$ cat src/rtl/ir_nec_decoder_pkg.sv
// Shared definitions for the NEC infrared decoder.
//   ir_state_t   : frame-decoder FSM states
//   NEC_*_US     : nominal NEC mark/space widths in microseconds
//   win_lo/win_hi: tolerance window bounds around a nominal width
//   nec_frame_t  : received 32-bit frame, addr in the low byte
`timescale 1ns/1ps
package ir_nec_decoder_pkg;

    typedef enum logic [2:0] {
        IDLE,
        LEAD_MARK,
        LEAD_SPACE,
        BIT_MARK,
        BIT_SPACE,
        STOP_MARK,
        RPT_STOP
    } ir_state_t;

    localparam int NEC_LEAD_MARK_US  = 9000;
    localparam int NEC_LEAD_SPACE_US = 4500;
    localparam int NEC_RPT_SPACE_US  = 2250;
    localparam int NEC_BIT_MARK_US   = 562;
    localparam int NEC_ZERO_SPACE_US = 562;
    localparam int NEC_ONE_SPACE_US  = 1687;
    localparam int NEC_STOP_MARK_US  = 562;

    typedef struct packed {
        logic [7:0] ncmd;
        logic [7:0] cmd;
        logic [7:0] naddr;
        logic [7:0] addr;
    } nec_frame_t;

    function automatic int win_lo(input int nominal, input int tol);
        return nominal - (nominal * tol) / 100;
    endfunction

    function automatic int win_hi(input int nominal, input int tol);
        return nominal + (nominal * tol) / 100;
    endfunction

endpackage

$ cat src/rtl/ir_nec_decoder_pulse_timer.sv
// Input conditioning and pulse-width timebase for the NEC decoder.
//   clk_i, rst_ni : clock, asynchronous active-low reset
//   ir_i          : raw asynchronous IR receiver output (idle high)
//   rise_o/fall_o : single-cycle strobes on synchronised edges
//   tick_us_o     : one-cycle strobe every CLK_HZ/1e6 clocks
//   width_us_o    : microseconds since the last edge, saturating at 16'hFFFF
`timescale 1ns/1ps
module ir_nec_decoder_pulse_timer #(
    parameter int CLK_HZ = 50_000_000
) (
    input  logic        clk_i,
    input  logic        rst_ni,
    input  logic        ir_i,
    output logic        rise_o,
    output logic        fall_o,
    output logic        tick_us_o,
    output logic [15:0] width_us_o
);

    localparam int DIV = CLK_HZ / 1_000_000;
    localparam int PW  = $clog2(DIV);

    logic          meta_q, sync_q, prev_q;
    logic [PW-1:0] pre_q, pre_d;
    logic [15:0]   width_q, width_d;

    // Synchroniser and previous-sample registers reset to the idle (high) level
    // so that releasing reset never manufactures an edge.
    always_ff @(posedge clk_i or negedge rst_ni) begin
        if (!rst_ni) begin
            meta_q  <= 1'b1;
            sync_q  <= 1'b1;
            prev_q  <= 1'b1;
            pre_q   <= '0;
            width_q <= '0;
        end else begin
            meta_q  <= ir_i;
            sync_q  <= meta_q;
            prev_q  <= sync_q;
            pre_q   <= pre_d;
            width_q <= width_d;
        end
    end

    assign rise_o    = sync_q & ~prev_q;
    assign fall_o    = ~sync_q & prev_q;
    assign tick_us_o = (pre_q == PW'(DIV - 1));

    always_comb begin
        pre_d   = tick_us_o ? '0 : pre_q + 1'b1;
        width_d = width_q;
        if (rise_o || fall_o) begin
            width_d = '0;
        end else if (tick_us_o && (width_q != 16'hFFFF)) begin
            width_d = width_q + 16'd1;
        end
    end

    assign width_us_o = width_q;

endmodule

$ cat src/rtl/ir_nec_decoder.sv
// NEC infrared frame decoder with checksum validation, repeat detection and
// held-key tracking.
//   iCLK, iRST_n : clock, asynchronous active-low reset
//   iIRDA        : raw IR receiver output, active-low, asynchronous
//   oDATA        : last valid frame {ncmd,cmd,naddr,addr}
//   oDATA_READY  : one-cycle pulse when oDATA takes a new valid frame
//   oREPEAT      : one-cycle pulse on a repeat frame while oHELD is set
//   oHELD        : a valid frame or repeat arrived within REPEAT_WIN_MS
//   oERR         : one-cycle pulse on width/timeout/checksum failure
// TIME_DIV divides every nominal width, the timeout and the hold window; it is
// 1 in hardware and larger only to compress time in simulation.
`timescale 1ns/1ps
module ir_nec_decoder
    import ir_nec_decoder_pkg::*;
#(
    parameter int CLK_HZ         = 50_000_000,
    parameter int TOL_PCT        = 25,
    parameter int CHECK_CMD_INV  = 1,
    parameter int CHECK_ADDR_INV = 0,
    parameter int REPEAT_WIN_MS  = 120,
    parameter int TIMEOUT_US     = 12000,
    parameter int TIME_DIV       = 1
) (
    input  logic        iCLK,
    input  logic        iRST_n,
    input  logic        iIRDA,
    output logic [31:0] oDATA,
    output logic        oDATA_READY,
    output logic        oREPEAT,
    output logic        oHELD,
    output logic        oERR
);

    localparam int LM_N      = NEC_LEAD_MARK_US  / TIME_DIV;
    localparam int LS_N      = NEC_LEAD_SPACE_US / TIME_DIV;
    localparam int RS_N      = NEC_RPT_SPACE_US  / TIME_DIV;
    localparam int BM_N      = NEC_BIT_MARK_US   / TIME_DIV;
    localparam int ZS_N      = NEC_ZERO_SPACE_US / TIME_DIV;
    localparam int OS_N      = NEC_ONE_SPACE_US  / TIME_DIV;
    localparam int SM_N      = NEC_STOP_MARK_US  / TIME_DIV;
    localparam int TIMEOUT_N = TIMEOUT_US / TIME_DIV;
    localparam int HOLD_N    = (REPEAT_WIN_MS * 1000) / TIME_DIV;

    function automatic logic in_win(input int w, input int nominal);
        return (w >= win_lo(nominal, TOL_PCT)) && (w <= win_hi(nominal, TOL_PCT));
    endfunction

    logic        rise, fall, tick_us, edge_any;
    logic [15:0] width_us;
    int          w;

    ir_nec_decoder_pulse_timer #(.CLK_HZ(CLK_HZ)) u_timer (
        .clk_i      (iCLK),
        .rst_ni     (iRST_n),
        .ir_i       (iIRDA),
        .rise_o     (rise),
        .fall_o     (fall),
        .tick_us_o  (tick_us),
        .width_us_o (width_us)
    );

    assign edge_any = rise | fall;
    assign w        = int'({16'd0, width_us});

    logic in_lm, in_ls, in_rs, in_bm, in_zs, in_os, in_sm, timeout;
    assign in_lm = in_win(w, LM_N);
    assign in_ls = in_win(w, LS_N);
    assign in_rs = in_win(w, RS_N);
    assign in_bm = in_win(w, BM_N);
    assign in_zs = in_win(w, ZS_N);
    assign in_os = in_win(w, OS_N);
    assign in_sm = in_win(w, SM_N);

    ir_state_t state_q, state_d;
    logic [4:0]  bit_idx_q, bit_idx_d;
    logic [31:0] shift_q, shift_d;

    assign timeout = (state_q != IDLE) && (w > TIMEOUT_N);

    always_ff @(posedge iCLK or negedge iRST_n) begin
        if (!iRST_n) begin
            state_q <= IDLE;
        end else begin
            state_q <= state_d;
        end
    end

    always_comb begin
        state_d = state_q;
        if (timeout) begin
            state_d = IDLE;
        end else if (edge_any) begin
            case (state_q)
                IDLE:       state_d = fall ? LEAD_MARK : IDLE;
                LEAD_MARK:  state_d = (rise && in_lm) ? LEAD_SPACE : IDLE;
                LEAD_SPACE: state_d = (fall && in_ls) ? BIT_MARK :
                                      (fall && in_rs) ? RPT_STOP : IDLE;
                BIT_MARK:   state_d = (rise && in_bm) ? BIT_SPACE : IDLE;
                BIT_SPACE:  state_d = !(fall && (in_zs || in_os)) ? IDLE :
                                      (bit_idx_q == 5'd31) ? STOP_MARK : BIT_MARK;
                default:    state_d = IDLE;
            endcase
        end
    end

    logic err_ev, frame_done, rpt_done, bit_en, bit_val, idx_clr;

    always_comb begin
        err_ev     = 1'b0;
        frame_done = 1'b0;
        rpt_done   = 1'b0;
        bit_en     = 1'b0;
        bit_val    = 1'b0;
        idx_clr    = 1'b0;
        if (timeout) begin
            err_ev = 1'b1;
        end else if (edge_any) begin
            case (state_q)
                LEAD_MARK:  err_ev = !(rise && in_lm);
                LEAD_SPACE: begin
                    idx_clr = fall && in_ls;
                    err_ev  = !(fall && (in_ls || in_rs));
                end
                BIT_MARK:   err_ev = !(rise && in_bm);
                BIT_SPACE: begin
                    bit_en  = fall && (in_zs || in_os);
                    bit_val = in_os;
                    err_ev  = !bit_en;
                end
                STOP_MARK: begin
                    frame_done = rise && in_sm;
                    err_ev     = !frame_done;
                end
                RPT_STOP: begin
                    rpt_done = rise && in_sm;
                    err_ev   = !rpt_done;
                end
                default: ;
            endcase
        end
    end

    // Bits arrive LSB first: each new bit enters at [31] and after 32 shifts
    // the first bit sits at [0].
    assign shift_d   = {bit_val, shift_q[31:1]};
    assign bit_idx_d = idx_clr ? 5'd0 : (bit_en ? bit_idx_q + 5'd1 : bit_idx_q);

    always_ff @(posedge iCLK) begin
        if (bit_en) begin
            shift_q <= shift_d;
        end
    end

    nec_frame_t frame_s;
    logic       cmd_ok, addr_ok, frame_ok, frame_bad;
    assign frame_s   = shift_q;
    assign cmd_ok    = (CHECK_CMD_INV == 0)  || ((frame_s.cmd  ^ frame_s.ncmd)  == 8'hFF);
    assign addr_ok   = (CHECK_ADDR_INV == 0) || ((frame_s.addr ^ frame_s.naddr) == 8'hFF);
    assign frame_ok  = frame_done && cmd_ok && addr_ok;
    assign frame_bad = frame_done && !(cmd_ok && addr_ok);

    logic        held_q, held_d, hold_restart;
    logic [31:0] hold_cnt_q, hold_cnt_d;
    logic [31:0] data_q;
    logic        rdy_q, rpt_q, err_q;

    // A restart in the expiry cycle takes priority, so the key stays held.
    assign hold_restart = frame_ok || (rpt_done && held_q);

    always_comb begin
        held_d     = held_q;
        hold_cnt_d = hold_cnt_q;
        if (hold_restart) begin
            held_d     = 1'b1;
            hold_cnt_d = '0;
        end else if (held_q && tick_us) begin
            if (hold_cnt_q == 32'(HOLD_N - 1)) begin
                held_d = 1'b0;
            end else begin
                hold_cnt_d = hold_cnt_q + 32'd1;
            end
        end
    end

    always_ff @(posedge iCLK or negedge iRST_n) begin
        if (!iRST_n) begin
            bit_idx_q  <= '0;
            held_q     <= 1'b0;
            hold_cnt_q <= '0;
            data_q     <= '0;
            rdy_q      <= 1'b0;
            rpt_q      <= 1'b0;
            err_q      <= 1'b0;
        end else begin
            bit_idx_q  <= bit_idx_d;
            held_q     <= held_d;
            hold_cnt_q <= hold_cnt_d;
            rdy_q      <= frame_ok;
            rpt_q      <= rpt_done && held_q;
            err_q      <= err_ev || frame_bad;
            if (frame_ok) begin
                data_q <= shift_q;
            end
        end
    end

    assign oDATA       = data_q;
    assign oDATA_READY = rdy_q;
    assign oREPEAT     = rpt_q;
    assign oHELD       = held_q;
    assign oERR        = err_q;

endmodule

$ cat config.mk
export PLATFORM = sky130hd
export DESIGN_NAME = ir_nec_decoder
export DESIGN_NICKNAME = d
export VERILOG_FILES = /design/src/rtl/ir_nec_decoder_pkg.sv /design/src/rtl/ir_nec_decoder_pulse_timer.sv /design/src/rtl/ir_nec_decoder.sv
export SDC_FILE = /design/constraint.sdc
export NUM_CORES = 1
export LEC_CHECK = 0
export ABC_AREA = 1
export BUFFER_PORTS_ARGS = -buffer_cell sky130_fd_sc_hd__buf_2
export CAP_MARGIN = 0
export CORE_UTILIZATION = 35
export CTS_CLUSTER_DIAMETER = 50
export DETAILED_ROUTE_END_ITERATION = 10
export GPL_TIMING_DRIVEN = 1
export SYNTH_ARGS = -nofsm -noshare
export SYNTH_HDL_FRONTEND = slang
export SYNTH_HIERARCHICAL = 1
export SYNTH_SLANG_ARGS = --single-unit
$ cat constraint.sdc
create_clock -name iCLK -period 2.3 [get_ports iCLK]
set_input_delay 0.115 -clock iCLK [delete_from_list [all_inputs] [get_ports iCLK]]
set_output_delay 0.115 -clock iCLK [all_outputs]
set_load 0.01 [all_outputs]
==> summary by stage <==
Run status
The flow ran to the end, and the final reports show no timing, DRC or antenna violations.

Timing
The actual slew at the worst max-slew pin is 0.660 ns. The number of max-slew violations in the final report is 0. The post-route setup TNS is 0 ns.

The number of hold violations in the final report is 0. Of the available clock period, the critical path in the final layout requires 0.928. Setup repair after global routing left no endpoint under its margin. Across the routed clock network, the largest skew measured is 0.0115 ns.

The post-route minimum period is roughly 2.1 ns. Setup violations remaining at the end of the flow were counted as 0. The headroom to the max-slew limit is 0.556. The maximum frequency from static timing analysis is approximately 0.47 GHz.

The worst hold-check slack is about 0.25 ns.

Final layout
Of the cells placed in the final design, the portion with a size suffix greater than 1 is 0.149. The synthesis-to-layout area growth is 18.8%. The count of placed standard cells in the final layout, fillers left out is roughly 1,200. The antenna diode instance count is 0. Summing all non-filler instances in the final layout gives an area of approximately 0.0085 mm2.

At the end of the flow, the number of nets in the layout was around 1,000.

Worst setup path
STA classifies the critical path startpoint as a flip-flop. The critical path endpoint category is a flip-flop. In this run the register-to-register setup slack is 0.16 ns.

STA puts the critical path data required time at 2.42 ns. STA puts the critical path data arrival time at 2.26 ns. The critical register-to-register path startpoint is u_timer/width_us_o[9]. The kind of critical path is flip-flop to flip-flop. Counting cells, the worst reg-to-reg path comes to 11. Of all nets on the critical path, the largest fanout is 25.

The reg-to-reg endpoint is frame_s[12].

Place
The number of placed instances, taps included is ~1,200. Summing all placed instances gives a cell area of between 0.007 and 0.008 mm2. The number of port buffers is 38. The global placer's final weighted congestion is 0.900. The HPWL after detailed placement is approximately 12,000 um.

Synthesis
The total nets after synthesis is ~910. The synthesized design spends more area on one cell type than any other, namely dfrtp_1. In this run, distinct cell masters in the synthesized netlist total between 40 and 50. Sorting the synthesized cells by area gives the leading types as dfrtp_1, nand2_1, edfxtp_1.

For this run, the number of Yosys warnings is 6. After synthesis the netlist holds a flip-flop and latch count of around 130. The combined area of all synthesized cells is slightly above 0.007 mm2. Of the synthesized area, sequential elements account for 0.489. The post-synthesis area per instance is ~8 um2. The gate count after technology mapping is about 900. The top cell type's share of synthesized area is 0.343.

Floorplan
The placeable core region is roughly 0.020 mm2. The die is roughly 140 um wide. The full die area is 0.0210 mm2. The floorplan has 51 rows. The die height is about 140 um. The number of I/O pins is 39.

The initial utilization of the core area, before any placement, comes to 0.362.

Worst hold path
The path category of the worst min-delay check is primary input to async pin.

Power and ir drop
In this run the power density over the cells is slightly above 600 mW/mm2. The leakage component of the power is around 4 nW. Across the VDD grid, the largest voltage drop is 0.000495 V.

Clock tree
The root buffer cell is clkbuf_16. The clock buffer count from CTS is 17. The number of clock sinks seen by CTS is approximately 130. Clock-pin slew was measured on the worst setup and hold paths at 0.07 ns. The clock tree synthesis step divided the H-tree into 4 levels. The maximum buffer depth of the clock tree is 2.

The CTS tree is built. The clock latency of the later-clocked register in the worst-skew pair is approximately 0.42 ns.

Routing
After detailed routing, the number of remaining DRC violations is 0. The total length of routed wires is approximately 17,000 um. After detailed routing, the average wire length per cell comes to approximately 13 um. The count of vias placed by the detailed router is a little over 6,000.

The length of the first detailed-routing pass in iterations is 5. The count of nets left with antenna violations after detail routing is 0. The via count normalized by instance count is between 4 and 5. In this run, the number of DRC markers left after iteration 0 of detailed routing was between 300 and 400.

Global routing
The pin count of the biggest net entering global routing is 45. In the global route stage, overall resource usage came out at 0.171. The total grt overflow is 0. The number of global-route vias before repair is approximately 5,600.

The first global-routing pass estimated 27,800 um of wire. The initial antenna violation count was 0.

Job
The number of max-cap violations is 0.
[power by group]
part           internal [mW]  switching, mW
registers               2.42        0.00771
logic                 0.0267         0.0692
clock network           1.55           1.20
total                   4.00           1.28
[cell type report]
class	count	area (um2)
multi-input cells	659	3200
clock buffers	17	425
well taps	265	332
inverters	84	317
clock inverters	15	176
flip-flops and latches	133	3490
fillers	1934	11200
repair buffers	70	551
[layer usage]
layer | vias up | share of wire | GRT usage
li1 | 3039 | - | -
met1 | 2809 | 0.48 | 0.232
met2 | 170 | 0.45 | 0.268
met3 | 24 | 0.052 | 0.0326
met4 | 0 | 0.019 | 0.0643
met5 | - | 0 | 0
[worst max-delay path by stage]
stage                                       from           to  slack, ns  cells after the start
after floorplan            u_timer/width_us_o[7]   frame_s[0]       0.07                     10
after global placement    u_timer/width_us_o[11]  frame_s[12]       0.10                     11
after detailed placement  u_timer/width_us_o[11]  frame_s[11]       0.12                     11
after CTS                 u_timer/width_us_o[11]  frame_s[12]       0.11                     11
after global routing       u_timer/width_us_o[9]  frame_s[14]      0.003                     11
final                      u_timer/width_us_o[9]  frame_s[12]       0.16                     11
[placed cells by master, fill, tap and decap left out, types with 8 or more instances in the layout]
master	n
xor2_1	30
nor3_1	23
edfxtp_1	32
a21oi_1	18
inv_1	80
nor2_1	101
or2_2	9
buf_2	37
buf_4	22
buf_12	9
dfrtp_1	96
nand2_1	299
nand3_1	75
o21ai_0	12
clkbuf_16	17
nor2_2	8
ha_1	8
nand4_1	33
[cell usage after synthesis (all sizes together)]
cell,number
nor3b,1
o31ai,1
clkbuf,1
ha,8
nand4,35
buf,18
xor2,30
o21ai,14
o211ai,2
nand3b,2
clkinv,1
nor2,114
edfxtp,32
or3,1
and3,1
a21oi,18
dfstp,3
nand3,78
nor3,27
nand2,305
nor4,4
a31oi,3
o21bai,3
inv,83
or2,9
dfrtp,98
xnor2,2
o221ai,1
[state kept, by name, indices dropped and copies added (netlist names), 3 cells and up]
name,flops
frame_s,32
hold_cnt_q,32
u_timer/width_us_o,16
state_q,3
oDATA,32
bit_idx_q,5
u_timer/pre_q,6
[worst max-delay path, cell delays in order, from the launching register on]
cell and delay, ns:
dfrtp_1 0.53, inv_2 0.11, nor2_2 0.12, nand2_1 0.06, nor2_1 0.16, nand3_1 0.10, nand2_1 0.14, nand2_1 0.07
nand2_1 0.08, nand2_1 0.10, nor2_4 0.16, buf_12 0.19
[stage by stage]
step / util / power (mW) / worst slack [ns]
after floorplan: - / 2.50 / 0.0685
after global placement: 0.397 / 2.57 / 0.102
after detailed placement: 0.397 / 2.57 / 0.124
after CTS: 0.429 / 5.35 / 0.108
after global routing: 0.431 / 5.46 / 0.00338
final: 0.431 / 5.28 / 0.165
[kinds of logic (layout without fill, tap and decap cells)]
group / count (synthesis) / after routing / share of synthesized area
compound gates: 42 / 42 / 0.0326
fa+ha+maj: 8 / 8 / 0.0140
xor+xnor: 32 / 32 / 0.0392
flops: 133 / 133 / 0.489
simple gates: 577 / 577 / 0.361
buf+inv: 103 / 186 / 0.0639
[what timing repair did]
action | in CTS | in global routing
setup endpoints to repair | 0 | 49
hold endpoints to repair | 39 | 0
resized for setup | 0 | 2
setup buffers | 0 | 3
hold buffers | 2 | 0
Power figures use the tool's default switching activity.
